File: config.mk
export PLATFORM = sky130hd
export DESIGN_NAME = decode_out
export DESIGN_NICKNAME = d
export VERILOG_FILES = /design/src/rtl/decode_out.sv
export SDC_FILE = /design/constraint.sdc
export NUM_CORES = 1
export LEC_CHECK = 0
export CORE_MARGIN = 2
export CORE_UTILIZATION = 50
export CTS_CLUSTER_DIAMETER = 120
export DETAILED_ROUTE_END_ITERATION = 7
export PLACE_DENSITY = 0.86
export SLEW_MARGIN = 40
export SYNTH_ARGS = -nofsm -noshare
export SYNTH_HDL_FRONTEND = slang
export SYNTH_SLANG_ARGS = --single-unit
File: constraint.sdc
create_clock -name clk -period 3.7 [get_ports clk]
set_clock_uncertainty 0.05 [all_clocks]
set_input_delay 1.11 -clock clk [delete_from_list [all_inputs] [get_ports clk]]
set_output_delay 1.11 -clock clk [all_outputs]
set_load 0.01 [all_outputs]
File: src/rtl/decode_out.sv
// LZS decoder output packer: gathers decoded bytes into 64-bit little-endian words.
// Optional DECODE_OUT_CRC_EN adds a CRC-32 over every accepted byte on port crc.
module decode_out #(
  parameter int unsigned OUT_WIDTH = 8,
  parameter int unsigned FO_WIDTH  = 64,
  parameter int unsigned LZF_WIDTH = 20
) (
  input  logic                 clk,
  input  logic                 rst,
  input  logic [OUT_WIDTH-1:0] out_data,
  input  logic                 out_valid,
  input  logic                 all_end,
  output logic                 fo_full,
  output logic [FO_WIDTH-1:0]  m_dst,
  output logic                 m_dst_putn,
  input  logic                 m_dst_full,
  output logic                 m_dst_last,
  output logic [3:0]           m_dst_bytes,
  output logic [LZF_WIDTH-1:0] byte_cnt,
  output logic                 done,
  output logic                 overflow
`ifdef DECODE_OUT_CRC_EN
  ,
  output logic [31:0]          crc
`endif
);

  localparam int unsigned NBYTES   = FO_WIDTH / OUT_WIDTH;
  localparam int unsigned IDX_W    = 4;
  localparam int unsigned FULL_THR = 6;

  typedef enum logic [1:0] {ST_RUN, ST_FLUSH, ST_LAST} state_e;

  typedef struct packed {
    logic [FO_WIDTH-1:0] word;
    logic [3:0]          bytes;
    logic                last;
    logic                valid;
  } hold_t;

  state_e               state_q, state_d;
  logic [FO_WIDTH-1:0]  acc_q, acc_d;
  logic [IDX_W-1:0]     idx_q, idx_d;
  hold_t                hold_q, hold_d;
  logic [LZF_WIDTH-1:0] cnt_q, cnt_d;
  logic                 fo_full_q, fo_full_d;
  logic                 done_q, done_d;
  logic                 ovf_q, ovf_d;
  logic [31:0]          crc_q, crc_d;
  logic                 accept_c;
  logic                 hold_free_c;
  logic                 loaded;

  // Byte-serial reflected CRC-32 step; unused when the CRC option is off.
  function automatic logic [31:0] crc_step(input logic [31:0] c_in, input logic [7:0] b);
    logic [31:0] c;
    c = c_in ^ {24'h0, b};
    for (int k = 0; k < 8; k++) begin
      c = c[0] ? ((c >> 1) ^ 32'hEDB88320) : (c >> 1);
    end
    return c;
  endfunction

  assign accept_c    = hold_q.valid & ~m_dst_full;
  assign hold_free_c = ~hold_q.valid | accept_c;

  always_comb begin
    state_d   = state_q;
    acc_d     = acc_q;
    idx_d     = idx_q;
    hold_d    = hold_q;
    cnt_d     = cnt_q;
    ovf_d     = ovf_q;
    crc_d     = crc_q;
    done_d    = 1'b0;
    loaded    = 1'b0;
    fo_full_d = 1'b0;

    if (accept_c) hold_d.valid = 1'b0;
    // Counter and CRC restart on the edge that ends the done pulse.
    if (done_q) begin
      cnt_d = '0;
      crc_d = 32'hFFFFFFFF;
    end

    unique case (state_q)
      ST_RUN: begin
        // A full accumulator waiting on hold drains first, making room for a new byte.
        if (idx_q == IDX_W'(NBYTES) && hold_free_c) begin
          hold_d = '{word: acc_q, bytes: 4'd8, last: 1'b0, valid: 1'b1};
          acc_d  = '0;
          idx_d  = '0;
          loaded = 1'b1;
        end
        if (out_valid) begin
          if (idx_d == IDX_W'(NBYTES)) begin
            ovf_d = 1'b1;
          end else begin
            acc_d[{idx_d[2:0], 3'b000} +: 8] = out_data;
            idx_d = IDX_W'(idx_d + 4'd1);
            cnt_d = LZF_WIDTH'(cnt_d + 1'b1);
            crc_d = crc_step(crc_d, out_data);
          end
        end
        if (!loaded && idx_d == IDX_W'(NBYTES) && hold_free_c) begin
          hold_d = '{word: acc_d, bytes: 4'd8, last: 1'b0, valid: 1'b1};
          acc_d  = '0;
          idx_d  = '0;
        end
        if (all_end) state_d = ST_FLUSH;
      end
      ST_FLUSH: begin
        if (out_valid) ovf_d = 1'b1;
        if (hold_free_c) begin
          hold_d  = '{word: acc_q, bytes: idx_q, last: 1'b1, valid: 1'b1};
          acc_d   = '0;
          idx_d   = '0;
          state_d = ST_LAST;
        end
      end
      ST_LAST: begin
        if (out_valid) ovf_d = 1'b1;
        if (accept_c && hold_q.last) begin
          done_d  = 1'b1;
          state_d = ST_RUN;
        end
      end
      default: state_d = ST_RUN;
    endcase

    // Two bytes of slack cover decode_ctl's one-cycle reaction to fo_full.
    fo_full_d = hold_d.valid & (idx_d >= IDX_W'(FULL_THR));
  end

  always_ff @(posedge clk or negedge rst) begin
    if (!rst) begin
      state_q   <= ST_RUN;
      acc_q     <= '0;
      idx_q     <= '0;
      hold_q    <= '0;
      cnt_q     <= '0;
      fo_full_q <= 1'b0;
      done_q    <= 1'b0;
      ovf_q     <= 1'b0;
      crc_q     <= 32'hFFFFFFFF;
    end else begin
      state_q   <= state_d;
      acc_q     <= acc_d;
      idx_q     <= idx_d;
      hold_q    <= hold_d;
      cnt_q     <= cnt_d;
      fo_full_q <= fo_full_d;
      done_q    <= done_d;
      ovf_q     <= ovf_d;
      crc_q     <= crc_d;
    end
  end

  assign m_dst_putn  = ~accept_c;
  assign m_dst       = hold_q.word;
  assign m_dst_last  = hold_q.last;
  assign m_dst_bytes = hold_q.bytes;
  assign byte_cnt    = cnt_q;
  assign fo_full     = fo_full_q;
  assign done        = done_q;
  assign overflow    = ovf_q;
`ifdef DECODE_OUT_CRC_EN
  assign crc         = ~crc_q;
`endif

endmodule

==> flow_metrics.tcl <==
set metrics [dict create \
    period_minus_slack_ns 3.49 \
    worst-endpoint-required_ns 2.54 \
    hold_buffers 0 \
    antenna_cells 0 \
    routed_via_density 6.03 \
    ys.flop_type "dfrtp_1" \
    cts_num_sinks 163 \
    synth_largest_area_cell "dfrtp_1" \
    combPwrFrac_pct 34.2 \
    crit_start "m_dst_full" \
    crit_path_max_fanout 4 \
    ff2ff_path_depth 10 \
    met1_usage_pct 29.1 \
    fin_crit_sh_pct 94.3 \
    cts-resized-gates 0 \
    first_pass_iters 5 \
    grt.busiest_layer "met2" \
    synth.cell_area_sq_mm 0.00760 \
    layout.nets 731 \
    leakagePower_nw 4.04 \
    critical_path_class "input port to primary output" \
    placementRows 45 \
    seq_area_frac_synth_pct 53.7 \
    rr_startpoint "idx_q[1]$_DFF_PN0_" \
    outcome "finished, final reports clean" \
    syn_to_final_growth_pct 19.0 \
    finalInstanceArea_sq_mm 0.00904 \
    seq_power_share_pct 35.7 \
    clk_pin_slew_ns 0.06 \
    syn_avg_cell_area_sq_um 11.6 \
    crit_path_end_kind "primary output" \
    maxSlewHeadroom_pct 50.2 \
    ys_ff_latch 163 \
    dpl_cell_area_sq_mm 0.00843 \
    clockBufferDepth 2 \
    p_sw_share_pct 35.7 \
    synthDistinctLibCells 56 \
    hpwlAfterDp_um 12000 \
    yosysWarnings 0 \
    clk_latency_ns 0.43 \
    use_met3_pct 4.82 \
    postCtsSetupBuffers 0 \
    first_iter_violations 531 \
    fin_cells 907 \
    grt_overflow 0 \
    endpoint "m_dst_putn" \
    dp.cells 877 \
    vias 5466 \
    antenna_found_initial 0 \
    preCtsSetupSlack_ns -0.0743 \
    vdd_drop_max_mv 0.427 \
    core_sq_mm 0.0150 \
    worst_slack_ns 0.212 \
    yosysTopAreaCellShare_pct 53.7 \
    wl_per_cell_um 19.1 \
    holdPathStages 1 \
    cts_tree "done" \
    hold_violations 0 \
    whs_ns 0.413 \
    clockPowerShare_pct 30.1 \
    synth_edf_count 0 \
    route.detailed.drc 0 \
    initial_core_util_pct 50.5 \
    syn_nets 678 \
    cts_max_level 4 \
    final_util_pct 60.2 \
    r2r_slack_ns 0.47 \
    power_mw 5.95 \
    grt_pass1_vias 5465 \
    slew_violations 0 \
    setup_tns_ns 0 \
    r2r-end "m_dst[13]$_DFFE_PN0P_" \
    p_int_mw 3.83 \
    rsz0062_at_grt "no" \
    ios 106 \
    dieHeight_um 127 \
    cp-start-kind "input port" \
    drive_above_1_share_pct 12.4 \
    detail-route-antenna-nets 0 \
    fp.dieW_um 127 \
    p_sw_mw 2.12 \
    design.die.area_sq_mm 0.0162 \
    place_congestion 0.944 \
    synthTopCellsByCount "dfrtp_1 (163), a22o_1 (84), buf_4 (71)" \
    track_usage_pct 22.3 \
    crit_arrival_ns 2.33 \
    port_buffers 105 \
    p_per_area_mw_per_mm2 658 \
    cts_buffers 17 \
    max_slew.worst_pin.slew_ns 0.747 \
    fillers 1147 \
    grt_pass1_wl_um 28500 \
    synthArstFlopShare_pct 100 \
    finalSetupViolations 0 \
    hold_path_class "register to register" \
    clock-root-buffer "clkbuf_16" \
    syn_inst 655 \
    yosysMostFrequentCell "dfrtp_1" \
    synth.area.top_cells "dfrtp_1 (54%), a22o_1 (9.7%), buf_4 (7.0%)" \
    grt_max_degree 82 \
    cap_violations 0 \
    wirelength_um 17300 \
    fmax_ghz 0.287 \
    gr-usage-met2_pct 36.5 \
]
==> worst max-delay path, stage by stage <==
cell             delay [ns]
clkdlybuf4s50_1        0.52
nand2b_1               0.15
clkdlybuf4s50_1        0.55
==> area by class of cell <==
type	count	area, sq um	share of cell area, %
clock buffers	22	474	5.24
clock inverters	8	125	1.38
inverters	10	37.5	0.415
multi-input cells	380	2800	30.9
flip-flops and latches	163	4080	45.1
well taps	188	235	2.60
repair buffers	136	1300	14.3
==> flip-flops by register name (all words and copies together) (netlist names) <==
name         cells
acc_q           64
overflow         1
m_dst           64
done             1
m_dst_bytes      4
m_dst_last       1
fo_full          1
byte_cnt        20
hold_q           1
idx_q            4
state_q          2
==> worst min-delay path by stage <==
stage | from | end | slack [ns]
detailed placement | overflow$_DFFE_PN0P_ | overflow$_DFFE_PN0P_ | 0.40
global placement | overflow$_DFFE_PN0P_ | overflow$_DFFE_PN0P_ | 0.41
floorplan | m_dst[24]$_DFFE_PN0P_ | m_dst[24]$_DFFE_PN0P_ | 0.40
global route | overflow$_DFFE_PN0P_ | overflow$_DFFE_PN0P_ | 0.45
CTS | overflow$_DFFE_PN0P_ | overflow$_DFFE_PN0P_ | 0.42
finish | overflow$_DFFE_PN0P_ | overflow$_DFFE_PN0P_ | 0.41
==> layout by cell type (no fill, tap or decap), drive strengths merged, types with 19 or more instances in the layout <==
cell           instances
o21ai                 40
a22o                  84
clkbuf                22
clkdlybuf4s50        104
a21oi                 22
buf                   32
mux2                  19
nand2                 44
nor2                  20
dfrtp                163
==> cell families (layout without fill, tap and decap cells) <==
| group | count (synthesis) | count (layout) | share of synthesized area, % |
|---|---|---|---|
| adders and majority gates | 10 | 10 | 1.65 |
| DFF | 163 | 163 | 53.7 |
| muxes | 19 | 19 | 2.82 |
| xor gates and xnor gates | 11 | 11 | 1.27 |
| buffers and inverters | 112 | 176 | 9.72 |
| and+or+nand+nor | 133 | 133 | 9.52 |
| AOI/OAI and AO/OA | 207 | 207 | 21.3 |
==> power groups by stage <==
stage          combinational (mW)  clock (mW)  sequential (mW)
2_1_floorplan                1.41           0             2.12
3_3_place_gp                 1.95           0             2.14
3_5_place_dp                 1.99           0             2.15
4_1_cts                      2.01        1.80             2.12
5_1_grt                      2.21        1.88             2.15
6_report                     2.04        1.79             2.13
==> per-layer routing <==
metal  share of wire (%)  routed length (um)
met1                  45                7720
met2                  49                8510
met3                 4.6                 791
met4                 1.6                 270
met5                   0                   0
(Power assumes the default switching activity.)
